<file path="src/rtl/fb_scanout_if.sv">
// Framebuffer read port: fb_scanout drives the request (master), the
// dual-port RAM returns the shade index (slave).
interface fb_scanout_if #(
  parameter int ADDR_W = 20,
  parameter int PIX_W  = 6
);
  logic              fb_rd_en;
  logic [ADDR_W-1:0] fb_addr;
  logic [PIX_W-1:0]  fb_data;

  modport master (output fb_rd_en, output fb_addr, input fb_data);
  modport slave  (input fb_rd_en, input fb_addr, output fb_data);
endinterface

</file>
<file path="src/rtl/fb_scanout.sv">
// Framebuffer scan-out: timing coordinates -> RAM reads -> palette -> RGB.
// Define SCANOUT_PALETTE_WR_EN for a writable palette (pal_* ports).
module fb_scanout #(
  parameter int          H_RES      = 640,
  parameter int          V_RES      = 480,
  parameter int          SCALE_LOG2 = 0,
  parameter int          PIX_W      = 6,
  parameter int          NUM_SHADES = 24,
  parameter int          ADDR_W     = 20,
  parameter int          RAM_LAT    = 1,
  parameter logic [23:0] BORDER_RGB = 24'h000000
) (
  input  logic               clk,
  input  logic               rst,
  input  logic signed [15:0] i_x,
  input  logic signed [15:0] i_y,
  input  logic               i_hsync,
  input  logic               i_vsync,
  input  logic               i_de,
  fb_scanout_if.master       fb,
`ifdef SCANOUT_PALETTE_WR_EN
  input  logic               pal_we,
  input  logic [PIX_W-1:0]   pal_addr,
  input  logic [23:0]        pal_data,
`endif
  output logic [7:0]         o_red,
  output logic [7:0]         o_green,
  output logic [7:0]         o_blue,
  output logic               o_hsync,
  output logic               o_vsync,
  output logic               o_de
);

  localparam int                 PAL_N    = 2 ** PIX_W;
  localparam logic signed [15:0] H_LIM    = 16'(H_RES);
  localparam logic signed [15:0] V_LIM    = 16'(V_RES);
  localparam logic [ADDR_W-1:0]  ROW_STEP = ADDR_W'(H_RES >> SCALE_LOG2);

  function automatic logic [23:0] ramp_entry(input int unsigned i);
    logic [7:0] g;
    if (i < unsigned'(NUM_SHADES)) begin
      g = 8'((i * 255) / unsigned'(NUM_SHADES - 1));
      return {g, g, g};
    end
    return 24'hFFFFFF;
  endfunction

  logic signed [15:0] y_prev_q;
  logic [ADDR_W-1:0]  row_base_q, row_base_d;
  logic [ADDR_W-1:0]  addr_q, addr_d, x_off;
  logic               in_bounds;
  logic               rd_en_q, vld_a_q, ib_a_q;
  logic [2:0]         sync_a_q;
  logic [RAM_LAT-1:0] vld_dl_q, ib_dl_q;
  logic [2:0]         sync_dl_q [RAM_LAT];
  logic [23:0]        pal_rd, rgb_d, rgb_q;
  logic [2:0]         sync_p_q;

  // row_base tracks i_y by stepping one framebuffer row whenever the scaled
  // line index advances, so the address needs only an adder.
  always_comb begin
    in_bounds = (i_x >= 16'sd0) && (i_x < H_LIM) && (i_y >= 16'sd0) && (i_y < V_LIM);
    row_base_d = row_base_q;
    if (i_y <= 16'sd0) begin
      row_base_d = '0;
    end else if ((i_y == y_prev_q + 16'sd1) &&
                 ((i_y >>> SCALE_LOG2) != (y_prev_q >>> SCALE_LOG2))) begin
      row_base_d = row_base_q + ROW_STEP;
    end
    x_off  = in_bounds ? ADDR_W'($unsigned(i_x) >> SCALE_LOG2) : '0;
    addr_d = in_bounds ? row_base_d + x_off : addr_q;
  end

  always_ff @(posedge clk) begin
    if (rst) begin
      y_prev_q   <= '0;
      row_base_q <= '0;
      addr_q     <= '0;
      rd_en_q    <= 1'b0;
      vld_a_q    <= 1'b0;
      ib_a_q     <= 1'b0;
      sync_a_q   <= '0;
    end else begin
      y_prev_q   <= i_y;
      row_base_q <= row_base_d;
      addr_q     <= addr_d;
      rd_en_q    <= in_bounds;
      vld_a_q    <= 1'b1;
      ib_a_q     <= in_bounds;
      sync_a_q   <= {i_hsync, i_vsync, i_de};
    end
  end

  always_ff @(posedge clk) begin
    if (rst) begin
      vld_dl_q <= '0;
      ib_dl_q  <= '0;
      for (int unsigned k = 0; k < RAM_LAT; k++) sync_dl_q[k] <= '0;
    end else begin
      vld_dl_q[0]  <= vld_a_q;
      ib_dl_q[0]   <= ib_a_q;
      sync_dl_q[0] <= sync_a_q;
      for (int unsigned k = 1; k < RAM_LAT; k++) begin
        vld_dl_q[k]  <= vld_dl_q[k-1];
        ib_dl_q[k]   <= ib_dl_q[k-1];
        sync_dl_q[k] <= sync_dl_q[k-1];
      end
    end
  end

`ifdef SCANOUT_PALETTE_WR_EN
  typedef logic [23:0] pal_arr_t [PAL_N];

  function automatic pal_arr_t ramp_table();
    pal_arr_t t;
    for (int unsigned i = 0; i < PAL_N; i++) t[i] = ramp_entry(i);
    return t;
  endfunction

  // Power-up contents only; rst deliberately leaves the palette alone.
  logic [23:0] pal_q [PAL_N] = ramp_table();

  always_ff @(posedge clk) begin
    if (pal_we) pal_q[pal_addr] <= pal_data;
  end

  assign pal_rd = pal_q[fb.fb_data];
`else
  logic [23:0] ramp [PAL_N];

  for (genvar g = 0; g < PAL_N; g++) begin : g_ramp
    assign ramp[g] = ramp_entry(g);
  end

  assign pal_rd = ramp[fb.fb_data];
`endif

  // Slots flushed by reset stay black even when BORDER_RGB is not.
  always_comb begin
    rgb_d = '0;
    if (vld_dl_q[RAM_LAT-1]) rgb_d = ib_dl_q[RAM_LAT-1] ? pal_rd : BORDER_RGB;
  end

  always_ff @(posedge clk) begin
    if (rst) begin
      rgb_q    <= '0;
      sync_p_q <= '0;
    end else begin
      rgb_q    <= rgb_d;
      sync_p_q <= sync_dl_q[RAM_LAT-1];
    end
  end

  assign fb.fb_rd_en = rd_en_q;
  assign fb.fb_addr  = addr_q;
  assign o_red       = rgb_q[23:16];
  assign o_green     = rgb_q[15:8];
  assign o_blue      = rgb_q[7:0];
  assign o_hsync     = sync_p_q[2];
  assign o_vsync     = sync_p_q[1];
  assign o_de        = sync_p_q[0];

endmodule

</file>
<file path="src/flat_wrapper.sv">
// flat-port wrapper written by rule: the top's interface ports become plain ports
module fb_scanout_flat 
#(
  parameter int          H_RES      = 640,
  parameter int          V_RES      = 480,
  parameter int          SCALE_LOG2 = 0,
  parameter int          PIX_W      = 6,
  parameter int          NUM_SHADES = 24,
  parameter int          ADDR_W     = 20,
  parameter int          RAM_LAT    = 1,
  parameter logic [23:0] BORDER_RGB = 24'h000000
)
  (clk, rst, i_x, i_y, i_hsync, i_vsync, i_de, o_red, o_green, o_blue, o_hsync, o_vsync, o_de, fb_fb_rd_en, fb_fb_addr, fb_fb_data);
  fb_scanout_if #(.ADDR_W(ADDR_W), .PIX_W(PIX_W)) fb_i ();
  input  logic clk;
  input  logic rst;
  input  logic signed [15:0] i_x;
  input  logic signed [15:0] i_y;
  input  logic i_hsync;
  input  logic i_vsync;
  input  logic i_de;
  output logic [7:0] o_red;
  output logic [7:0] o_green;
  output logic [7:0] o_blue;
  output logic o_hsync;
  output logic o_vsync;
  output logic o_de;
  output wire logic [$bits(fb_i.fb_rd_en)-1:0] fb_fb_rd_en;
  output wire logic [$bits(fb_i.fb_addr)-1:0] fb_fb_addr;
  input wire logic [$bits(fb_i.fb_data)-1:0] fb_fb_data;
  assign fb_fb_rd_en = fb_i.fb_rd_en;
  assign fb_fb_addr = fb_i.fb_addr;
  assign fb_i.fb_data = fb_fb_data;
  fb_scanout #(.H_RES(H_RES), .V_RES(V_RES), .SCALE_LOG2(SCALE_LOG2), .PIX_W(PIX_W), .NUM_SHADES(NUM_SHADES), .ADDR_W(ADDR_W), .RAM_LAT(RAM_LAT), .BORDER_RGB(BORDER_RGB)) u_core (.clk(clk), .rst(rst), .i_x(i_x), .i_y(i_y), .i_hsync(i_hsync), .i_vsync(i_vsync), .i_de(i_de), .fb(fb_i), .o_red(o_red), .o_green(o_green), .o_blue(o_blue), .o_hsync(o_hsync), .o_vsync(o_vsync), .o_de(o_de));
endmodule
</file>
<file path="config.mk">
export PLATFORM = sky130hd
export DESIGN_NAME = fb_scanout_flat
export DESIGN_NICKNAME = d
export VERILOG_FILES = /design/src/rtl/fb_scanout_if.sv /design/src/rtl/fb_scanout.sv /design/src/flat_wrapper.sv
export SDC_FILE = /design/constraint.sdc
export NUM_CORES = 1
export LEC_CHECK = 0
export CAP_MARGIN = 20
export CORE_UTILIZATION = 45
export CTS_CLUSTER_SIZE = 20
export DETAILED_ROUTE_END_ITERATION = 7
export HOLD_SLACK_MARGIN = 0.08
export PLACE_DENSITY = 0.74
export REMOVE_ABC_BUFFERS = 1
export SYNTH_ARGS = -nofsm -noshare
export SYNTH_HDL_FRONTEND = slang
export SYNTH_SLANG_ARGS = --single-unit
</file>
<file path="constraint.sdc">
create_clock -name clk -period 4.33 [get_ports clk]
set_input_delay 0.433 -clock clk [delete_from_list [all_inputs] [get_ports clk]]
set_output_delay 0.433 -clock clk [all_outputs]
set_load 0.005 [all_outputs]
</file>
---- Yosys cells after proc, flatten, opt, wreduce, memory -nomap -nowiden ----
Memories as Yosys holds them, arrays and structs flattened. A register that Yosys moved wholly into a read port is not among the register bits.
Index checks and enable logic that the tools add are counted.
storage, ports and cells
  memory bits (read-only) ................. 1536
  input port bits ......................... 43
  memories kept ........................... 2
  logic and storage cells ................. 37
  register bits after elaboration ......... 63
  bits in writable memories ............... 3
  output and inout port bits .............. 48
  bits in latches ......................... 0
cells by class
  shift operators ......................... 0
  divide/modulo/power cells ............... 0
  magnitude comparators ................... 5
  bitwise logic cells ..................... 3
  multiply operators ...................... 0
  equal/unequal tests ..................... 2
  $add $sub $neg .......................... 3
  muxes and demuxes ....................... 8
  reduce and logical (&&, ||, !) cells .... 6
memory list
  memory            depth  bits a word  rd ports  clocked after memory_dff  write ports  RTL line           source
  (name not given)  64     24           1         1                         0            fb_scanout.sv:135  assign pal_rd = ramp[fb.fb_data];
  u_core.sync_dl_q  1      3            1         1                         1            fb_scanout.sv:55   logic [2:0] sync_dl_q [RAM_LAT];
operators by type and width
  kind                                                                               count
  20-bit two-way mux                                                                 2
  16-bit by 1-bit >= comparator with 1-bit output, second input constant             2
  20-bit by 10-bit adder with 20-bit output, second input constant                   1
  20-bit adder                                                                       1
  16-bit by 2-bit adder with 16-bit output, second input constant                    1
  16-bit equality test                                                               1
  16-bit by 1-bit less-or-equal comparator with 1-bit output, second input constant  1
  16-bit by 10-bit < comparator with 1-bit output, second input constant             1
  16-bit by 11-bit < comparator with 1-bit output, second input constant             1
  16-bit two-way mux                                                                 1
  16-bit != test                                                                     1
  6-bit NOT with 7-bit output                                                        1
  3-bit OR reduction                                                                 2
  1-bit logical AND                                                                  4
  1-bit two-way mux                                                                  4
  3-bit two-way mux                                                                  1
  1-bit NOT                                                                          2

---- Depth between registers and ports, before layout ----
Gate-level depths: netlist of the first run.
  word-level depth ........................ 6
  gate-level depth with buffers ........... 20
  mapped depth without buffers ............ 19

---- Worst setup path after synthesis of the first run ----
Ideal clock, no wire load.
  path type ............................... register -> register
  from .................................... register u_core.y_prev_q[0]
  to ...................................... register u_core.addr_q[19] (netlist: u_core.fb.fb_addr[19])
  clock period less this slack ............ 4.151 ns
  setup time .............................. 0.120 ns
  data required time ...................... 4.210 ns
  arrival ................................. 4.032 ns
  stages on the path, launching flop included .. 21
  slack ................................... 0.179 ns
  path buffers ............................ 1
  cells stage by stage .................... dfxtp_1 -> ha_1 -> clkbuf_1 -> nand2b_1 -> and3b_2 -> a211oi_1 -> nor4_4 -> and3_2 -> nand2_1 -> xor2_1 -> nor2_1 -> ha_1 -> and3_1 -> o21ai_0 -> o211ai_1 -> a21oi_1 -> a211oi_1 -> o21a_1 -> o2bb2ai_2 -> o31a_1 -> o31a_1
between the ends
  word-level cells in the longest chain between the ends .. 6
  elaborated cells on any way between the ends .. 7
  classes of those cells .................. add/sub (2); eq/ne (2); mux (2); reduce/logical (1)
RTL lines
  what                                      RTL line          source
  start: declaration                        fb_scanout.sv:48  logic signed [15:0] y_prev_q;
  start signal: assignment                  fb_scanout.sv:84  y_prev_q <= i_y;
  16-bit by 2-bit adder with 16-bit output  fb_scanout.sv:66  end else if ((i_y == y_prev_q + 16'sd1) &&
  16-bit equality test                      fb_scanout.sv:66
  1-bit logical AND *                       fb_scanout.sv:66
  20-bit two-way mux *                      fb_scanout.sv:66
  20-bit two-way mux *                      fb_scanout.sv:64  if (i_y <= 16'sd0) begin
  via u_core.row_base_d[7]                  fb_scanout.sv:49  logic [ADDR_W-1:0] row_base_q, row_base_d;
  20-bit adder *                            fb_scanout.sv:71  addr_d = in_bounds ? row_base_d + x_off : addr_q;
  end signal: assignment                    fb_scanout.sv:86  addr_q <= addr_d;
  end: declaration                          fb_scanout.sv:50  logic [ADDR_W-1:0] addr_q, addr_d, x_off;
Mark *: on every way through the listed nets, which the timed path passes. The rest lies on a longest branch.
A chain may end at the register's enable or synchronous reset.

---- Final worst setup path of the first run ----
  from .................................... input port i_y[15]
  to ...................................... register u_core.addr_q[18] (netlist: u_core.fb.fb_addr[18])
between the ends
  word-level cells in the longest chain between the ends .. 5
  elaborated cells on any way between the ends .. 12
  classes of those cells .................. add/sub (1); order compare (3); eq/ne (2); mux (3); reduce/logical (3)
RTL lines
  what                                                                                                RTL line            source
  start: declaration                                                                                  flat_wrapper.sv:18  input logic signed [15:0] i_y;
  branches (longest 3 deep; another with 16-bit by 1-bit less-or-equal comparator with 1-bit output)  --
  20-bit two-way mux *                                                                                fb_scanout.sv:64
  via u_core.row_base_d[7]                                                                            fb_scanout.sv:49
  20-bit adder *                                                                                      fb_scanout.sv:71
Mark *: on every way through the listed nets, which the timed path passes.

==> impl_metrics.py, run 1 <==
metrics = {
    "sta": {
        "hold_slack_ns": 0.4427,
        "maxSlewViolCount": 0,
        "finalCriticalPeriod_ns": 4.194,
        "finalSetupTns_ns": 0,
        "setup_ws_ns": 0.1357,
        "hold_viol": 0,
        "setup_viol": 0,
        "max_clock_freq_mhz": 238.4,
        "skew_ns": 0.01164,
        "worst_pin_slew_ns": 0.6234,
        "slew_headroom_pct": 58.44,
        "fin_crit_sh_pct": 96.87,
    },
    "route": {
        "wl_mm": 11.42,
        "drt_iter0_drc": 126,
        "drc_errors": 0,
        "drtPass1Iterations": 5,
        "post_drt_wl_per_cell_um": 13.96,
        "num_vias": 4344,
        "vias_per_cell": 5.311,
        "ant_nets": 0,
    },
    "placed_design": {
        "post-place-ws_ns": -0.2883,
        "dp_cells": 794,
        "gp_congestion": 0.8542,
        "hpwl_mm": 8.414,
        "port_buffers": 90,
        "placed_area_um2": 5949,
    },
    "setup_path": {
        "r2r_cells": 19,
        "crit_type": "primary input to flip-flop",
        "cp.buffers_inverters": 2,
        "crit_path_frequent_cell": "a21oi_1",
        "regToRegSetupSlack_ns": 0.15,
        "path_cells": "clkdlybuf4s50_1, xnor2_1, nor3_1, a41o_1, a32o_1, o22a_1, nand2_2, xor2_2, nor2_1, ha_1, a21oi_1, o21ai_0, and2_1, a41oi_2, a2111oi_1, buf_4, o31ai_2, a21oi_1, a21o_1, a31oi_1",
        "crit_family": "compound AO/OA/AOI/OAI gates",
        "crit_arrival_ns": 4.47,
        "r2r-start": "u_core.y_prev_q[5]$_SDFF_PP0_",
        "start_kind": "primary input",
        "crit_path_max_fanout": 5,
        "timing.rr.end": "u_core.fb.fb_addr[18]$_SDFFE_PP0N_",
        "worst_path_largest_cell_delay_ns": 0.44,
        "critPathSlowestCell": "clkdlybuf4s50_1",
        "required_ns": 4.61,
        "cp-end-kind": "flip-flop",
    },
    "yosys": {
        "yosys_warnings": 0,
        "netlist_instances": 546,
        "syn-mean-instance-area_um2": 8.467,
        "ys_ff_latch": 77,
        "netlist_area_um2": 4623,
        "synthArstFlopShare_pct": 0,
        "netlist-cell-type-count": 69,
        "synth-main-ff-cell": "dfxtp_1",
        "seq_area_frac_synth_pct": 33.34,
        "synth-edff-count": 0,
    },
    "pwr": {
        "leakage_nw": 2.583,
        "total_power_mw": 1.498,
        "power_density_nw_per_um2": 237.0,
        "ir_worst_vdd_v": 0.0001619,
    },
    "clock_tree": {
        "hold_buffers": 0,
        "tritoncts": "yes",
        "cts-root-buf": "clkbuf_8",
        "cts.sinks": 77,
        "clockBufferDepth": 2,
        "numCtsBuffers": 9,
        "clk_pin_slew_ns": 0.09,
        "clk_latency_ns": 0.35,
        "htreeDepth": 3,
    },
    "outcome": {
        "status": "completed",
    },
    "layout": {
        "multi_input_area_um2": 2930,
        "drive_gt1_share_pct": 18.69,
        "synthToLayoutAreaGrowth_pct": 36.78,
        "seqCellArea_um2": 1560,
        "stdcell_area_um2": 6324,
        "finalNetCount": 748,
        "instances_no_fill": 818,
        "fillCellCount": 803,
        "diodes": 0,
        "final_util_pct": 64.10,
    },
    "die": {
        "core_area_um2": 9864,
        "fp.dieW_um": 103.4,
        "num_io_pins": 91,
        "dieArea_um2": 10680,
        "rows": 36,
        "initial_core_util_pct": 46.87,
        "die_h_um": 103.4,
    },
    "grt": {
        "antenna_found_initial": 0,
        "grt_pass1_vias": 4224,
        "grt_usage_pct": 22.22,
        "grt_start_max_net_pins": 59,
        "grt_overflow_total": 0,
        "grt_pass1_wl_mm": 18.77,
    },
    "flow_run": {
        "max_cap_violations": 0,
    },
    "worst_hold_path": {
        "min_path_cells": 1,
        "hold_class": "flip-flop to flip-flop",
        "min_to": "u_core.vld_dl_q$_SDFF_PP0_",
        "holdCritStartpoint": "u_core.vld_a_q$_DFF_P_",
    },
}
-- routing by layer --
layer | global-route usage, % | wire length, um | up-vias
met5 | 0 | 0 | -
met4 | 7.909 | 223 | 0
met3 | 3.898 | 570 | 22
met2 | 40.04 | 5592 | 128
met1 | 26.41 | 5033 | 2013
li1 | - | - | 2181
-- kinds of logic after synthesis --
family / count (synthesis) / synth area share [%]
other: 1 / 0.08111
AND/OR/NAND/NOR: 228 / 27.25
multiplexers: 16 / 3.518
XOR/XNOR: 35 / 6.630
adder cells (fa/ha/maj): 25 / 6.928
AO/OA/AOI/OAI: 110 / 16.54
flip-flops: 77 / 33.34
buffers and inverters: 54 / 5.710
-- how the worst max path moves through the flow --
| stage | start | endpoint | slack (ns) | depth (start not counted) |
|---|---|---|---|---|
| after floorplan | i_y[12] | u_core.fb.fb_addr[18]$_SDFFE_PP0N_ | -0.81 | 16 |
| after global placement | i_y[2] | u_core.fb.fb_addr[19]$_SDFFE_PP0N_ | -0.12 | 19 |
| after detailed placement | i_y[2] | u_core.fb.fb_addr[19]$_SDFFE_PP0N_ | -0.29 | 19 |
| after CTS | u_core.y_prev_q[0]$_SDFF_PP0_ | u_core.fb.fb_addr[19]$_SDFFE_PP0N_ | 0.007 | 19 |
| after global routing | u_core.y_prev_q[5]$_SDFF_PP0_ | u_core.fb.fb_addr[16]$_SDFFE_PP0N_ | -0.14 | 20 |
| final | i_y[15] | u_core.fb.fb_addr[18]$_SDFFE_PP0N_ | 0.14 | 20 |
-- flip-flops by register name, summed over array words and instances (netlist names) --
signal	count
u_core.fb.fb_rd_en	1
u_core.sync_p_q	3
u_core.sync_dl_q	3
u_core.rgb_q	8
u_core.sync_a_q	3
u_core.row_base_q	20
u_core.vld_dl_q	1
u_core.vld_a_q	1
u_core.y_prev_q	16
u_core.fb.fb_addr	20
u_core.ib_dl_q	1
-- timing repair --
item | 4_1_cts | 5_1_grt
pin swaps | 0 | 14
gates resized for setup | 3 | 29
buffers inserted | 0 | 8
setup endpoints to repair | 3 | 8
hold endpoints to repair | 0 | 0
-- Yosys cell counts, types with 4 or more instances --
| cell type | number | area [um^2] |
|---|---|---|
| nand2b_1 | 4 | 25.02 |
| or3_1 | 4 | 25.02 |
| nand3_1 | 10 | 50.05 |
| o21a_1 | 6 | 45.04 |
| mux2i_1 | 14 | 140.1 |
| clkbuf_1 | 18 | 67.56 |
| o22ai_1 | 4 | 25.02 |
| nand2_1 | 27 | 101.4 |
| o21ai_0 | 20 | 100.1 |
| and3_1 | 14 | 87.58 |
| inv_1 | 17 | 63.81 |
| and2_1 | 25 | 156.4 |
| nor3_1 | 29 | 145.1 |
| a21oi_1 | 29 | 145.1 |
| dfxtp_1 | 77 | 1541 |
| nor4_1 | 5 | 31.28 |
| nor2_1 | 58 | 217.7 |
| nor2b_1 | 27 | 168.9 |
| buf_4 | 16 | 120.1 |
| xor2_1 | 10 | 87.58 |
| a211oi_1 | 9 | 67.56 |
| ha_1 | 24 | 300.3 |
| xnor2_1 | 25 | 219.0 |
| a31oi_1 | 7 | 43.79 |
| nand4_1 | 5 | 31.28 |
| a21o_1 | 5 | 37.54 |
-- cells in the final DEF, fill, tap and decap left out, types with 3 or more instances in the layout --
master	instances
and3_1	13
xnor2_1	25
o21ai_0	17
dfxtp_4	3
a211oi_1	7
dfxtp_2	6
a21o_1	5
clkbuf_8	9
nor2b_1	27
a21oi_1	27
nor3_1	27
o21ai_1	3
and2_1	25
nand3_1	10
nor3_2	3
nand3b_1	3
a31oi_1	7
dfxtp_1	68
nor2_1	58
o31a_1	3
ha_1	23
or3_1	4
mux2i_1	14
xor2_1	9
o22ai_1	4
clkdlybuf4s50_1	89
inv_1	17
buf_4	64
nand2b_1	4
conb_1	6
nand2_1	25
nor4_1	4
nand4_1	5
o21a_1	6
-- cell type report --
class                           instances  area share (%)
Sequential cell                        77           24.67
Inverter                               17           1.009
Timing Repair Buffer                  155           22.08
Tap cell                              133           2.632
Multi-Input combinational cell        420           46.34
Clock inverter                          7           1.306
Clock buffer                            9           1.959
-- report_power, final --
group / internal (mW) / total, mW / switching [mW]
clock network: 0.275 / 0.576 / 0.301
logic: 0.0993 / 0.191 / 0.0920
registers: 0.720 / 0.731 / 0.0114
total: 1.09 / 1.50 / 0.404
Power figures use the tool's default switching activity.
==> run 2, diff against run 1 <==
--- a/config.mk
+++ b/config.mk
@@ -6,11 +6,12 @@
 export NUM_CORES = 1
 export LEC_CHECK = 0
 export CAP_MARGIN = 20
-export CORE_UTILIZATION = 45
+export CORE_UTILIZATION = 47
 export CTS_CLUSTER_SIZE = 20
 export DETAILED_ROUTE_END_ITERATION = 7
+export GPL_ROUTABILITY_DRIVEN = 0
 export HOLD_SLACK_MARGIN = 0.08
-export PLACE_DENSITY = 0.74
+export PLACE_DENSITY = 0.77
 export REMOVE_ABC_BUFFERS = 1
 export SYNTH_ARGS = -nofsm -noshare
 export SYNTH_HDL_FRONTEND = slang
==> run 2 against run 1 <==
  * Combinational power shrank 4%
  * Routed wire length down 4.6%
  * Flip-flop and latch count stayed put
  * Total power is 0.75% lower
  * Register-to-register slack better by 0.04 ns
  * Non-clock buffer count shrank 15
  * Critical path depth unchanged
  * Design area decreased by 2.4%
  * Clock power down 0.7%
  * Die area decreased by 4.2%
  * Critical endpoint is now u_core.fb.fb_addr[17]$_SDFFE_PP0N_
  * Largest power group unchanged
==> impl_metrics.py, run 2 (synthesis gave the netlist of run 1 again) <==
metrics = {
    "clock_tree": {
        "numCtsBuffers": 9,
        "cts-root-buf": "clkbuf_8",
        "clockBufferDepth": 2,
        "htreeDepth": 3,
        "tritoncts": "yes",
        "clk_latency_ns": 0.35,
        "clk_pin_slew_ns": 0.09,
        "cts.sinks": 77,
        "hold_buffers": 0,
    },
    "die": {
        "die_h_um": 101.2,
        "fp.dieW_um": 101.2,
        "core_area_um2": 9371,
        "dieArea_um2": 10240,
        "rows": 35,
        "initial_core_util_pct": 49.33,
        "num_io_pins": 91,
    },
    "route": {
        "drc_errors": 0,
        "vias_per_cell": 5.362,
        "num_vias": 4284,
        "post_drt_wl_per_cell_um": 13.64,
        "wl_mm": 10.90,
        "drtPass1Iterations": 4,
        "ant_nets": 0,
        "drt_iter0_drc": 167,
    },
    "sta": {
        "slew_headroom_pct": 60.31,
        "max_clock_freq_mhz": 241.0,
        "finalCriticalPeriod_ns": 4.149,
        "fin_crit_sh_pct": 95.81,
        "hold_slack_ns": 0.4414,
        "setup_viol": 0,
        "setup_ws_ns": 0.1815,
        "hold_viol": 0,
        "skew_ns": 0.008895,
        "maxSlewViolCount": 0,
        "worst_pin_slew_ns": 0.5935,
    },
    "setup_path": {
        "required_ns": 4.63,
        "start_kind": "primary input",
        "crit_path_max_fanout": 5,
        "crit_arrival_ns": 4.45,
        "cp-end-kind": "flip-flop",
        "critPathSlowestCell": "clkdlybuf4s50_1",
        "cp.buffers_inverters": 3,
        "crit_type": "primary input to flip-flop",
        "crit_family": "compound AO/OA/AOI/OAI gates",
        "path_cells": "clkdlybuf4s50_1, nand2b_1, o21ai_0, a211oi_2, nor4_4, and3_2, nand2_1, xor2_2, nor2_1, ha_1, buf_4, a21oi_1, o211ai_1, a21oi_2, a211oi_2, o21a_1, o2bb2ai_2, buf_4, mux2i_1, o21ba_1",
        "worst_path_largest_cell_delay_ns": 0.45,
    },
    "grt": {
        "grt_overflow_total": 0,
        "grt_start_max_net_pins": 58,
        "antenna_found_initial": 0,
        "grt_usage_pct": 22.08,
        "grt_pass1_wl_mm": 17.96,
        "grt_pass1_vias": 3949,
    },
    "layout": {
        "final_util_pct": 65.86,
        "finalNetCount": 733,
        "fillCellCount": 797,
        "seqCellArea_um2": 1555,
        "mostFrequentLayoutCells": "clkdlybuf4s50_1, dfxtp_1, nor2_1, buf_4",
        "synthToLayoutAreaGrowth_pct": 33.50,
        "diodes": 0,
        "instances_no_fill": 799,
        "drive_gt1_share_pct": 16.27,
        "layout_commonest_cell": "clkdlybuf4s50_1",
        "multi_input_area_um2": 2902,
    },
    "placed_design": {
        "hpwl_mm": 7.964,
        "port_buffers": 90,
        "post-place-ws_ns": -0.2324,
        "dp_cells": 779,
    },
    "outcome": {
        "status": "completed",
    },
    "pwr": {
        "power_density_nw_per_um2": 241.0,
        "leakage_nw": 2.514,
        "ir_worst_vdd_v": 0.0001895,
    },
    "worst_hold_path": {
        "hold_class": "flip-flop to flip-flop",
    },
    "flow_run": {
        "max_cap_violations": 0,
    },
}
-- run 2: worst paths after layout --
kind / startpoint / end / slack, ns / depth (start not counted)
worst max-delay path: i_y[2] / u_core.fb.fb_addr[17]$_SDFFE_PP0N_ / 0.18 / 20
worst max register to register: u_core.y_prev_q[5]$_SDFF_PP0_ / u_core.fb.fb_addr[17]$_SDFFE_PP0N_ / 0.19 / 19
worst min register to register: u_core.sync_a_q[1]$_SDFF_PP0_ / u_core.sync_dl_q[0][1]$_SDFF_PP0_ / 0.44 / 1
worst min-delay path: u_core.sync_a_q[1]$_SDFF_PP0_ / u_core.sync_dl_q[0][1]$_SDFF_PP0_ / 0.44 / 1
-- run 2: worst reg2reg max path, delay by kind of cell (launching register included) --
kind / cells / cell delay [ns]
xor gates and xnor gates: 1 / 0.19
and+or+nand+nor: 4 / 0.93
buffers and inverters: 2 / 0.29
muxes: 1 / 0.16
AOI/OAI and AO/OA: 10 / 1.78
adders and majority gates: 1 / 0.34
DFF: 1 / 0.41
-- run 2: per-stage QoR --
stage	TNS [ns]	total power [mW]	cell area, um^2
2_1_floorplan	-3.538	0.8293	4442
3_3_place_gp	-0.2405	0.9198	5862
3_5_place_dp	-0.8238	0.9251	5862
4_1_cts	0	1.495	6073
5_1_grt	-0.3837	1.554	6172
6_report	0	1.487	6172
-- run 2: where the power goes --
part	internal (mW)	switching [mW]
Sequential	0.720	0.0114
Combinational	0.0943	0.0891
Clock	0.274	0.298
-- run 2: area by class of cell --
type | count | area share [%]
Inverter | 17 | 1.034
Timing Repair Buffer | 140 | 20.80
Tap cell | 129 | 2.615
Clock inverter | 7 | 1.338
Clock buffer | 9 | 2.007
Sequential cell | 77 | 25.20
Multi-Input combinational cell | 420 | 47.01
-- run 2: metal layers --
layer	up-vias	routed length, um	global-route usage [%]
met3	14	609	3.520
li1	2149	-	-
met1	1990	5144	28.42
met2	131	5009	37.05
met5	-	0	0
met4	0	132	8.807
-- run 2: what timing repair did --
item	CTS	global route
cloned	0	0
pin swaps	0	9
buffers inserted	0	4
endpoints found under the setup margin	1	9
gates resized for setup	1	22
==> variant 1: new RTL, flow settings as in run 1 <==
`ADDR_W` is set to 20 in 3 places; all go to 10.
--- a/src/rtl/fb_scanout_if.sv
+++ b/src/rtl/fb_scanout_if.sv
@@ -3,3 +3,3 @@
 interface fb_scanout_if #(
-  parameter int ADDR_W = 20,
+  parameter int ADDR_W = 10,
   parameter int PIX_W  = 6
--- a/src/rtl/fb_scanout.sv
+++ b/src/rtl/fb_scanout.sv
@@ -8,3 +8,3 @@
   parameter int          NUM_SHADES = 24,
-  parameter int          ADDR_W     = 20,
+  parameter int          ADDR_W     = 10,
   parameter int          RAM_LAT    = 1,
--- a/src/flat_wrapper.sv
+++ b/src/flat_wrapper.sv
@@ -8,3 +8,3 @@
   parameter int          NUM_SHADES = 24,
-  parameter int          ADDR_W     = 20,
+  parameter int          ADDR_W     = 10,
   parameter int          RAM_LAT    = 1,
Interface: changed (resized fb_fb_addr); port bits go from 91 to 81. No check against the original RTL was run, so the function may have changed too.
==> variant 1 against run 1 <==
- synthesized cell count is 30% lower
- area after synthesis is 28% lower
- clock power is 15% lower
- critical path depth is 4 lower
- hold slack worse by 5.9 ps
- routed wire length is 34% lower
- sequential cell count is 20 lower
- via count is 33% lower
- highest routed layer unchanged
- power is 21% lower
- setup slack better by 240 ps
- cell area is 31% lower
==> variant 1: results <==
[route]
viasPerCell = 5.26
route.vias.total = 2911
wire_per_inst_um = 13.7
drtIter0Drc = 115
first_pass_iters = 4

[logic_synthesis]
yosysSeqAreaShare_pct = 34.1
synthCells = 380
synth.area.top_cells = dfxtp_1 34%, ha_1 6.4%, nor2b_1 5.6%
synth_cell_types = 59
synth_ff_type = dfxtp_1
synthTopCellsByCount = 57 x dfxtp_1, 30 x nor2b_1, 29 x nor2_1, 18 x nand2_1

[cts]
clock_latency_ps = 330
clk_pin_slew_ps = 60
cts_root_buf = clkbuf_8
htree_levels = 3

[pwr]
leakage_nw = 1.73
internal_power_mw = 0.897
p_seq_share_pct = 46.2
power_mw = 1.19
irDropWorstVdd_mv = 0.218
comb_power_mw = 0.150

[grt]
grt_pass1_vias = 2645
grt_max_degree = 41
grtUsageTotal_pct = 20.5
grt_pass1_wl_um = 12300

[final_layout]
drive_gt1_share_pct = 10.1
largest_reg_flops = 16
nets = 510

[critical_path]
crit_path_end = u_core.fb.fb_addr[8]$_SDFFE_PP0N_
regToRegSetupSlack_ps = 570
cp_max_fo = 6
crit_start = i_y[14]
crit-reg2reg-launch = u_core.y_prev_q[0]$_SDFF_PP0_
rr_endpoint = u_core.fb.fb_addr[9]$_SDFFE_PP0N_
ff2ff_path_depth = 14

[placed_design]
finalWeightedCongestion = 0.855
placed_cells = 537
dp_hpwl_um = 5690
post-place-ws_ps = -155
port_buffers = 80
placed_area_um2 = 4160

[timing]
min_period_ps = 3960
slew_headroom_pct = 59.1
fin_skew_ps = 7.23
hold_slack_ps = 437

[min_path]
hold_start = u_core.sync_dl_q[0][0]$_SDFF_PP0_
hold_end = u_core.sync_p_q[0]$_SDFF_PP0_

[run_status]
status = finished, final reports clean
==> variant 1: changes by cell type after synthesis, sizes merged, moves of 12 or more <==
| cell | run 1 | this run |
|---|---|---|
| nor2 | 58 | 29 |
| xnor2 | 25 | 13 |
| dfxtp | 77 | 57 |
| nor3 | 30 | 12 |
| a21oi | 29 | 13 |
==> variant 1: cell type report <==
cell class | count | area [um2]
multi-input combinational | 278 | 1980
fill | 653 | 2860
clock inverter | 3 | 40.0
sequential | 57 | 1140
tap | 99 | 124
inverter | 14 | 52.6
clock buffer | 13 | 149
timing repair buffer | 89 | 868
==> variant 1: critical path: stages <==
cell             delay [ps]
clkdlybuf4s50_1         460
or4_1                   530
nor4_2                  250
nand3_1                 210
nor2_2                  200
buf_4                   170
and2_1                  130
ha_1                    250
nor2b_1                 140
o21ai_0                 200
a21boi_0                140
o21ai_0                 230
a21boi_0                150
o21a_1                  190
or3_1                   300
a31o_2                  200
==> variant 1: logic make-up (layout without fill, tap and decap cells) <==
family                   Yosys count  count (layout)  share of synthesized area [%]
AND/OR/NAND/NOR                  156             156                           26.8
buffers and inverters             45             119                           6.95
multiplexers                      18              18                           5.68
flip-flops                        57              57                           34.1
adder cells (fa/ha/maj)           18              18                           6.95
XOR/XNOR                          23              23                           6.47
AO/OA/AOI/OAI                     63              63                           13.1
==> variant 1: repair_timing <==
item | in CTS | in global routing
gates resized for setup | 0 | 2
setup endpoints to repair | 0 | 1
hold buffers | 0 | 0
buffers inserted | 0 | 0
==> variant 1: layer usage <==
metal  wire length (um)  track usage (%)  vias to the layer above
li1                   -                -                     1454
met3                422             4.94                       14
met4                145             9.09                        0
met5                  0                0                        -
met2               3420             31.3                       97
met1               3590             27.5                     1346
==> variant 2: new RTL, settings of run 1 <==
Made on the original files. Add an input register stage for `i_x`, without a reset; this delays it by one clock. The other inputs are not delayed to match.
--- a/src/rtl/fb_scanout.sv
+++ b/src/rtl/fb_scanout.sv
@@ -38,2 +38,8 @@
 
+  logic signed [15:0] i_x_q;
+
+  always_ff @(posedge clk) begin
+    i_x_q <= i_x;
+  end
+
   function automatic logic [23:0] ramp_entry(input int unsigned i);
@@ -61,3 +67,3 @@
   always_comb begin
-    in_bounds = (i_x >= 16'sd0) && (i_x < H_LIM) && (i_y >= 16'sd0) && (i_y < V_LIM);
+    in_bounds = (i_x_q >= 16'sd0) && (i_x_q < H_LIM) && (i_y >= 16'sd0) && (i_y < V_LIM);
     row_base_d = row_base_q;
@@ -69,3 +75,3 @@
     end
-    x_off  = in_bounds ? ADDR_W'($unsigned(i_x) >> SCALE_LOG2) : '0;
+    x_off  = in_bounds ? ADDR_W'($unsigned(i_x_q) >> SCALE_LOG2) : '0;
     addr_d = in_bounds ? row_base_d + x_off : addr_q;
Formal check against the unedited RTL: not equivalent (Yosys sat finds a counterexample within 4 cycles, from zero or initial values and one cycle with rst high).
==> variant 2 against run 1 <==
- sequential cell count is 16 higher
- power increased by 15%
- area after synthesis grew 3.6%
- first-iteration DRC count grew 63%
- routed wire length shrank 0.63%
- setup slack worse by 64 ps
- cell area is 4.1% higher
- die area up 3.6%
==> variant 2: results <==
[run_status]
status = finished, final reports clean

[grt]
grtUsageTotal_pct = 20.6
grt_max_degree = 57
antenna_found_initial = 0
grt_pass1_wl_um = 18700

[logic_synthesis]
yosysSeqAreaShare_pct = 38.9
synth_cell_types = 66
synthTopCellsByCount = 93 x dfxtp_1, 57 x nor2_1, 35 x a21oi_1, 29 x nor2b_1, 25 x o21ai_0
async_reset_ff_share_pct = 0
synth.area.top_cells = dfxtp_1 39%, ha_1 6.3%, nor2_1 4.5%

[placed_design]
port_buffers = 90
dp_hpwl_um = 8210
finalWeightedCongestion = 0.845
post-place-ws_ps = -640
placed_area_um2 = 6160

[final_layout]
multiInputGateArea_um2 = 2830
clockBufferCount = 11
fillers = 842
drive_gt1_share_pct = 17.3
multi_input_gates = 407
nets = 757
n_sequential_cell = 93
clk_share_pct = 3.40
num-nonclk-inverters = 18
buffer_area_share_pct = 21.7
largestClassByArea = multi-input gates
diodes = 0
seq-cell-share_pct = 28.3
buffers = 160

[critical_path]
max_stage_delay_ps = 360
cp_max_fo = 5
slowest_stage = a2111oi_4
arrival_ps = 4560
rr_endpoint = u_core.fb.fb_addr[17]$_SDFFE_PP0N_
crit-reg2reg-launch = u_core.y_prev_q[9]$_SDFF_PP0_
ff2ff_path_depth = 20
regToRegSetupSlack_ps = 70

[cts]
cts_buffers = 9
clk_pin_slew_ps = 100
cts.path.max_buffers = 2
clock_latency_ps = 370
cts_root_buf = clkbuf_8
htree_levels = 3

[pwr]
leakage_nw = 2.71
irDropWorstVdd_mv = 0.170

[route]
drtIter0Drc = 205
first_pass_iters = 4
route.vias.total = 4307
wire_per_inst_um = 13.7

[timing]
fin_skew_ps = 17.8
tightest_slew_ps = 605

[floorplan]
num_rows = 37

[min_path]
hold_end = u_core.sync_p_q[1]$_SDFF_PP0_
hold-path-cell-count = 1
hold_start = u_core.sync_dl_q[0][1]$_SDFF_PP0_
hp-class = flop to flop
-- variant 2: cell types whose count changed after synthesis, moves of 3 or more --
| cell | change |
|---|---|
| a31oi_1 | -3 |
| dfxtp_1 | +16 |
| nor3_1 | -5 |
| a21oi_1 | +6 |
| o21a_1 | -4 |
| and3_1 | -7 |
| nand4_1 | +3 |
| o21ai_0 | +5 |
| a211oi_1 | -7 |
| nand2_1 | -3 |
| xor2_1 | +8 |
-- variant 2: layer usage --
layer / wire, um / part of all wire, % / global-route usage [%]
met1: 5130 / 45 / 25.1
met2: 5490 / 48 / 35.9
met3: 546 / 4.8 / 4.37
met4: 180 / 1.6 / 6.64
met5: 0 / 0 / 0
-- variant 2: kinds of logic after synthesis --
| group | share of synthesized area [%] |
|---|---|
| mux | 3.60 |
| other cells | 0.0783 |
| fa+ha+maj | 6.69 |
| compound gates | 14.7 |
| buf+inv | 5.51 |
| simple gates | 22.9 |
| flops | 38.9 |
| xor+xnor | 7.68 |
-- variant 2: worst max-delay path by stage --
stage | start | endpoint | slack (ps) | cells past startpoint
2_1_floorplan | i_y[12] | u_core.fb.fb_addr[18]$_SDFFE_PP0N_ | -910 | 17
3_3_place_gp | i_y[9] | u_core.fb.fb_addr[18]$_SDFFE_PP0N_ | -560 | 20
3_5_place_dp | i_y[9] | u_core.fb.fb_addr[18]$_SDFFE_PP0N_ | -640 | 19
4_1_cts | i_y[9] | u_core.fb.fb_addr[17]$_SDFFE_PP0N_ | 20 | 21
5_1_grt | u_core.y_prev_q[9]$_SDFF_PP0_ | u_core.fb.fb_addr[17]$_SDFFE_PP0N_ | -210 | 20
6_report | u_core.y_prev_q[9]$_SDFF_PP0_ | u_core.fb.fb_addr[17]$_SDFFE_PP0N_ | 70 | 20
-- variant 2: per-stage QoR --
step / util [%] / instances / hold slack, ps
floorplan: - / 518 / 414
global placement: 59.6 / 807 / 417
detailed placement: 59.6 / 807 / 429
CTS: 62.0 / 823 / 448
global route: 63.8 / 830 / 452
finish: 63.8 / 830 / 445
-- variant 2: worst max-delay path: cells and delay by family, from the launching register on --
kind | cells | cell delay [ps]
buf+inv | 2 | 310
compound gates | 8 | 1560
xor+xnor | 3 | 490
simple gates | 6 | 1320
flops | 1 | 350
fa+ha+maj | 1 | 170
-- variant 2: what timing repair did --
action                                  CTS  global route
pin swaps                                 6            17
buffers inserted                          0             7
cloned                                    0             0
gates resized for setup                   5            25
endpoints found under the setup margin    5             6
hold buffers                              0             0
-- variant 2: report_power, final --
group / internal, mW / leakage [nW] / switching [mW]
sequential: 0.875 / 0.762 / 0.0105
combinational: 0.0941 / 1.83 / 0.0879
clock: 0.343 / 0.114 / 0.308
total: 1.31 / 2.71 / 0.406
